$ cat config.mk
export PLATFORM = sky130hd
export DESIGN_NAME = pd_inout_pipe
export DESIGN_NICKNAME = d
export VERILOG_FILES = /design/src/rtl/pd_inout_pipe.sv
export SDC_FILE = /design/constraint.sdc
export NUM_CORES = 1
export LEC_CHECK = 0
export ABC_AREA = 0
export BUFFER_PORTS_ARGS = -buffer_cell sky130_fd_sc_hd__buf_2
export CAP_MARGIN = 20
export CORE_UTILIZATION = 50
export CTS_BUF_LIST = sky130_fd_sc_hd__clkbuf_16
export DETAILED_ROUTE_END_ITERATION = 16
export GPL_TIMING_DRIVEN = 0
export PLACE_DENSITY = 0.82
export REMOVE_ABC_BUFFERS = 1
export SYNTH_ARGS = -nofsm -noshare
export SYNTH_HDL_FRONTEND = slang
export SYNTH_SLANG_ARGS = --single-unit
$ cat constraint.sdc
create_clock -name clk -period 1.45 [get_ports clk]
set_input_delay 0.0725 -clock clk [delete_from_list [all_inputs] [get_ports clk]]
set_output_delay 0.0725 -clock clk [all_outputs]
set_load 0.02 [all_outputs]
$ cat src/rtl/pd_inout_pipe.sv
// pd_inout_pipe: XOR/select stage of the F0F1 datapath plus a stallable, flushable
// delay pipeline that returns R to the PD mux.
//   - out_f is purely combinational: sel ? (in_r9 ^ in_f) : in_pd_mux.
//   - R travels through DEPTH registered stages, each with its own valid bit.
//   - occupancy is a registered up/down counter that tracks how many stages are valid.
module pd_inout_pipe #(
  parameter int unsigned WIDTH        = 32,
  parameter int unsigned DEPTH        = 3,
  parameter bit          ZERO_INVALID = 1'b0,
  localparam int unsigned CW          = $clog2(DEPTH + 1)
) (
  input  logic             clk,
  input  logic             rst_n,
  input  logic [WIDTH-1:0] in_r9,
  input  logic [WIDTH-1:0] in_f,
  input  logic [WIDTH-1:0] in_pd_mux,
  input  logic             sel,
  input  logic             in_valid,
  input  logic             en,
  input  logic             flush,
  output logic [WIDTH-1:0] out_f,
  output logic [WIDTH-1:0] out_pd,
  output logic             out_pd_valid,
  output logic [CW-1:0]    occupancy,
  output logic             full
);

  // Reject unsupported depths at elaboration time.
  if (DEPTH < 1 || DEPTH > 8) begin : gen_depth_check
    $error("pd_inout_pipe: DEPTH must be in 1..8");
  end

  logic [WIDTH-1:0] r;

  // Per-stage data, valid bits and the occupancy counter.
  logic [WIDTH-1:0] d_q [DEPTH];
  logic [WIDTH-1:0] d_d [DEPTH];
  logic [DEPTH-1:0] v_q;
  logic [DEPTH-1:0] v_d;
  logic [CW-1:0]    occ_q;
  logic [CW-1:0]    occ_d;

  assign r     = in_r9 ^ in_f;
  assign out_f = sel ? r : in_pd_mux;

  // Next-state: flush beats advance, advance beats hold.
  always_comb begin
    d_d   = d_q;
    v_d   = v_q;
    occ_d = occ_q;
    if (flush) begin
      for (int unsigned k = 0; k < DEPTH; k++) begin
        d_d[k] = '0;
      end
      v_d   = '0;
      occ_d = '0;
    end else if (en) begin
      // Data shifts regardless of validity; the valid bits alone qualify it.
      d_d[0] = r;
      v_d[0] = in_valid;
      for (int unsigned k = 1; k < DEPTH; k++) begin
        d_d[k] = d_q[k-1];
        v_d[k] = v_q[k-1];
      end
      // Enter and leave in the same cycle cancel out.
      unique case ({in_valid, v_q[DEPTH-1]})
        2'b10:   occ_d = occ_q + CW'(1);
        2'b01:   occ_d = occ_q - CW'(1);
        default: occ_d = occ_q;
      endcase
    end
  end

  // State registers, cleared asynchronously by rst_n.
  always_ff @(posedge clk or negedge rst_n) begin
    if (!rst_n) begin
      d_q   <= '{default: '0};
      v_q   <= '0;
      occ_q <= '0;
    end else begin
      d_q   <= d_d;
      v_q   <= v_d;
      occ_q <= occ_d;
    end
  end

  // Outputs are derived only from registers.
  if (ZERO_INVALID) begin : gen_zero_invalid
    assign out_pd = v_q[DEPTH-1] ? d_q[DEPTH-1] : '0;
  end else begin : gen_raw_out
    assign out_pd = d_q[DEPTH-1];
  end

  assign out_pd_valid = v_q[DEPTH-1];
  assign occupancy    = occ_q;
  assign full         = (occ_q == CW'(DEPTH));

endmodule

# Word level (Yosys, flattened, before mapping)

Cells that the tools add are included.

Flip-flop bits (word level): 101
Latch bits: 0
RAM bits: 0
ROM bits: 0
Input port bits: 102
Output and inout bits: 68
Logic and storage cells: 22
Memories kept: 0

Add/subtract/negate cells: 2
Multipliers: 0
Div/mod/pow operators: 0
Order comparisons: 0
Equality and inequality tests: 3
Shift operators: 0
Multiplexer cells: 8
Bitwise gates (word level): 1
Reduce and logical (&&, ||, !) cells: 3

Operator list:

| kind                                                                  | count |
|---|---|
| 96-bit two-way mux                                                    | 2 |
| 32-bit two-way mux                                                    | 1 |
| 32-bit bitwise XOR                                                    | 1 |
| 3-bit two-way mux                                                     | 2 |
| 2-bit equality test, second input constant                            | 2 |
| 2-bit two-way mux                                                     | 2 |
| 2-bit one-hot mux with 2 select lines                                 | 1 |
| 3-bit nonzero test                                                    | 1 |
| 2-bit by 1-bit adder with 2-bit output, second input constant         | 1 |
| 2-bit by 1-bit equality test with 1-bit output, second input constant | 1 |
| 2-bit AND reduction                                                   | 1 |
| 2-bit nonzero test                                                    | 1 |
| 2-bit by 1-bit subtractor with 2-bit output, second input constant    | 1 |

# Longest topological paths before layout

Word-level depth: 4
Mapped depth: 5
Gate-level depth less buffers: 3

# Least setup slack after synthesis

OpenSTA, ideal clock, no wires.

Kind: reg-to-reg
From: register v_q[2]
To: register occ_q[1] (netlist: occupancy[1])
Library setup time: 0.125 ns
Arrival: 1.103 ns
Data required time: 1.325 ns
Slack: 0.222 ns
Cell stages (with the launch flop): 4
Buffers on the path: 0
Clock period less this slack: 1.228 ns
Cells stage by stage: dfrtp_1 -> nand4b_1 -> o31ai_2 -> mux2_2

Cells in the longest elaborated chain, start to end: 4
Elaborated cells between the ends (all ways): 7
Those cells by class: eq/ne (2); mux (3); reduce/logical (2)

RTL lines:

| element                                                                                      | line | source |
|---|---|---|
| from (decl)                                                                                  | 38   | `logic [DEPTH-1:0] v_q;` |
| from (signal assigned)                                                                       | 82   | `v_q <= v_d;` |
| 2-bit by 1-bit equality test with 1-bit output / 2-bit equality test (equally long branches) | 66   | `unique case ({in_valid, v_q[DEPTH-1]})` |
| 2-bit one-hot mux with 2 select lines                                                        | 66   |  |
| 2-bit two-way mux                                                                            | 57   | `end else if (en) begin` |
| 2-bit two-way mux                                                                            | 51   | `if (flush) begin` |
| to (signal assigned)                                                                         | 79   | `occ_q <= '0;` |
| to (signal assigned)                                                                         | 83   | `occ_q <= occ_d;` |
| to (decl)                                                                                    | 40   | `logic [CW-1:0] occ_q;` |

Several ways; a longest one is shown, not always the timed one. The select of a mux whose other input is x is not followed.
A chain may end at the register's enable or synchronous reset.

# Worst setup path after layout

From: input en
To: register occ_q[1] (netlist: occupancy[1])

Cells in the longest elaborated chain, start to end: 2

RTL lines:

| element                       | line | source |
|---|---|---|
| from (decl)                   | 19   | `input logic en,` |
| 2-bit nonzero test (no line)  | -    |  |
| 2-bit AND reduction (no line) | -    |  |

Every way passes these cells.

==> results_dict.tcl <==
set metrics [dict create \
    status "complete, no violations" \
    finClkSkew_ns 0.00891 \
    cp-startpoint "en" \
    via_per_inst 4.94 \
    cp-start-kind "input pin" \
    ys_seq_area_share_pct 51.2 \
    ys_ff_latch 101 \
    clk_pin_slew_ns 0.07 \
    maxSlewHeadroom_pct 56.2 \
    dp_cells 708 \
    die_w_um 101 \
    fin_cells 726 \
    insertion_delay_ns 0.33 \
    gr-total-overflow 0 \
    ios 170 \
    first_pass_iters 4 \
    r2r_slack_ns 0.25 \
    syn-cell-area_sq_mm 0.00494 \
    min_period_ns 1.35 \
    power_leakage_nw 3.10 \
    powerDensity_mw_per_mm2 1070 \
    die_h_um 101 \
    cp-end-kind "register" \
    grt_max_degree 79 \
    yosysWarnings 0 \
    area_growth_pct 19.8 \
    grt_pass1_wl_mm 15.1 \
    slew_violations 0 \
    die_area_sq_mm 0.0103 \
    crit_fanout 76 \
    holdWs_ns 0.0617 \
    portBuffers 169 \
    drc_errors 0 \
    rows 35 \
    drt-initial-drc-count 82 \
    h-tree-depth 3 \
    grt_usage_pct 18.6 \
    cts_tree "yes" \
    fin_crit_sh_pct 92.9 \
    cts_setup_buffers 0 \
    drv_cap 0 \
    peakVddDrop_uv 544 \
    diodes 0 \
    cp.required_ns 1.66 \
    cts_root_buffer "clkbuf_16" \
    place_congestion 0.683 \
    antenna_found_initial 0 \
    critPathArrivalTime_ns 1.56 \
    grt_pass1_vias 3512 \
    wl_per_cell_um 12.3 \
    regToRegStartpoint "v_q[2]" \
    routed_wl_mm 8.94 \
    cts_buffer_depth 2 \
    hold_viol_final 0 \
    fin_nets 694 \
    worstReg2RegEnd "occupancy[1]" \
    fillers 773 \
    crit_type "input pin to register" \
    coreArea_sq_mm 0.00942 \
    hpwl_mm 6.23 \
    setup_viol 0 \
    via_count 3583 \
    start_util_pct 52.5 \
    numCtsBuffers 9 \
    worst-r2r-cell-count 3 \
    synthDistinctLibCells 22 \
    synthCells 472 \
    postSynthAreaPerCell_sq_um 10.5 \
    drive_gt1_share_pct 32.5 \
    tightest_slew_ns 0.657 \
    hp-class "input pin to register" \
    cts.sinks 101 \
    antenna_left 0 \
    fmax_mhz 743 \
    crit_end "occupancy[1]" \
]
[cells by family after synthesis]
kind of cell	after synthesis	synth area share, %
xor+xnor	33	5.85
flops	101	51.2
buf+inv	65	9.27
mux	68	13.8
compound gates	67	9.15
simple gates	138	10.7
[cell usage after synthesis]
| master | instances | area [sq um] |
|---|---|---|
| buf_4 | 35 | 263 |
| mux2i_1 | 67 | 671 |
| and2_1 | 1 | 6.26 |
| o31ai_2 | 1 | 12.5 |
| a211oi_1 | 27 | 203 |
| a211oi_2 | 5 | 62.6 |
| buf_8 | 4 | 60.1 |
| buf_1 | 2 | 7.51 |
| mux2_2 | 1 | 11.3 |
| clkbuf_1 | 9 | 33.8 |
| a31o_2 | 1 | 8.76 |
| nand2b_1 | 1 | 6.26 |
| nand2_1 | 1 | 3.75 |
| xor2_1 | 1 | 8.76 |
| nor2_1 | 133 | 499 |
| xnor2_1 | 32 | 280 |
| nor2b_1 | 1 | 6.26 |
| dfrtp_1 | 101 | 2530 |
| buf_6 | 3 | 33.8 |
| a21oi_1 | 33 | 165 |
| nand4b_1 | 1 | 8.76 |
| buf_2 | 12 | 60.1 |
[per-layer routing]
metal / routed length [um] / GRT usage [%] / share of wire [%]
met1: 3940 / 21.7 / 44
met2: 4510 / 34.2 / 50
met3: 415 / 3.93 / 4.6
met4: 77 / 5.57 / 0.86
met5: 0 / 0 / 0
[metrics by stage]
| stage | power (mW) | setup WS (ns) | TNS (ns) | cell area, sq um | utilization, % |
|---|---|---|---|---|---|
| after detailed placement | 4.10 | -0.290 | -0.290 | 5580 | 59.3 |
| after global routing | 6.70 | -0.000125 | -0.000125 | 5910 | 62.8 |
| final | 6.36 | 0.103 | 0 | 5910 | 62.8 |
| after floorplan | 3.57 | 0.222 | 0 | 4480 | - |
| after global placement | 4.06 | -1.68 | -196.97 | 5490 | 58.3 |
| after CTS | 6.44 | 0.00247 | 0 | 5880 | 62.5 |
[critical path, stage by stage]
cell	delay, ns
clkbuf_8	0.41
buf_16	0.36
nand2_1	0.12
o31ai_2	0.20
mux2_2	0.35
[sequential cells by signal, summed over array words and instances, names as in the netlist]
| name | flops |
|---|---|
| d_q | 64 |
| v_q | 3 |
| occupancy | 2 |
| out_pd | 32 |
[what timing repair did]
| action | CTS | global route |
|---|---|---|
| endpoints found under the hold margin | 51 | 0 |
| resized for setup | 0 | 1 |
| hold buffers | 1 | 0 |
| setup endpoints to repair | 0 | 1 |
[cells in the final DEF (no fill, tap or decap), drive strengths merged]
master and instances:
mux2i 67, nor2b 1, inv 3, nand4b 1, buf 172, clkbuf 10, xnor2 32, a211oi 32
mux2 1, dlygate4sd3 1, dfrtp 101, nor2 133, bufinv 1, xor2 1, nand2b 1, clkinv 3
and2 1, nand2 1, a31o 1, o31ai 1, a21oi 33
[cell type report]
cell class	instances	area (sq um)	area share [%]
Clock buffer	9	225	3.81
Clock inverter	7	67.6	1.14
Multi-Input combinational cell	306	1950	33.0
Sequential cell	101	2530	42.7
Tap cell	129	161	2.73
Timing Repair Buffer	174	980	16.6
[report_power, final]
| group | switching [mW] | leakage [nW] | internal (mW) |
|---|---|---|---|
| clock network | 0.973 | 0.150 | 1.33 |
| registers | 0.0740 | 1.36 | 2.95 |
| logic | 0.593 | 1.59 | 0.435 |
| total | 1.64 | 3.10 | 4.72 |
[worst min-delay path by stage]
stage,startpoint,end,slack [ns],cells past startpoint
floorplan,rst_n,d_q[32],-0.22,0
global placement,in_r9[19],d_q[83],0.40,3
detailed placement,rst_n,occupancy[0],0.15,1
CTS,in_r9[18],d_q[82],0.05,3
global route,in_r9[23],d_q[87],0.06,3
finish,in_r9[2],d_q[66],0.06,3
(Power assumes the default switching activity.)
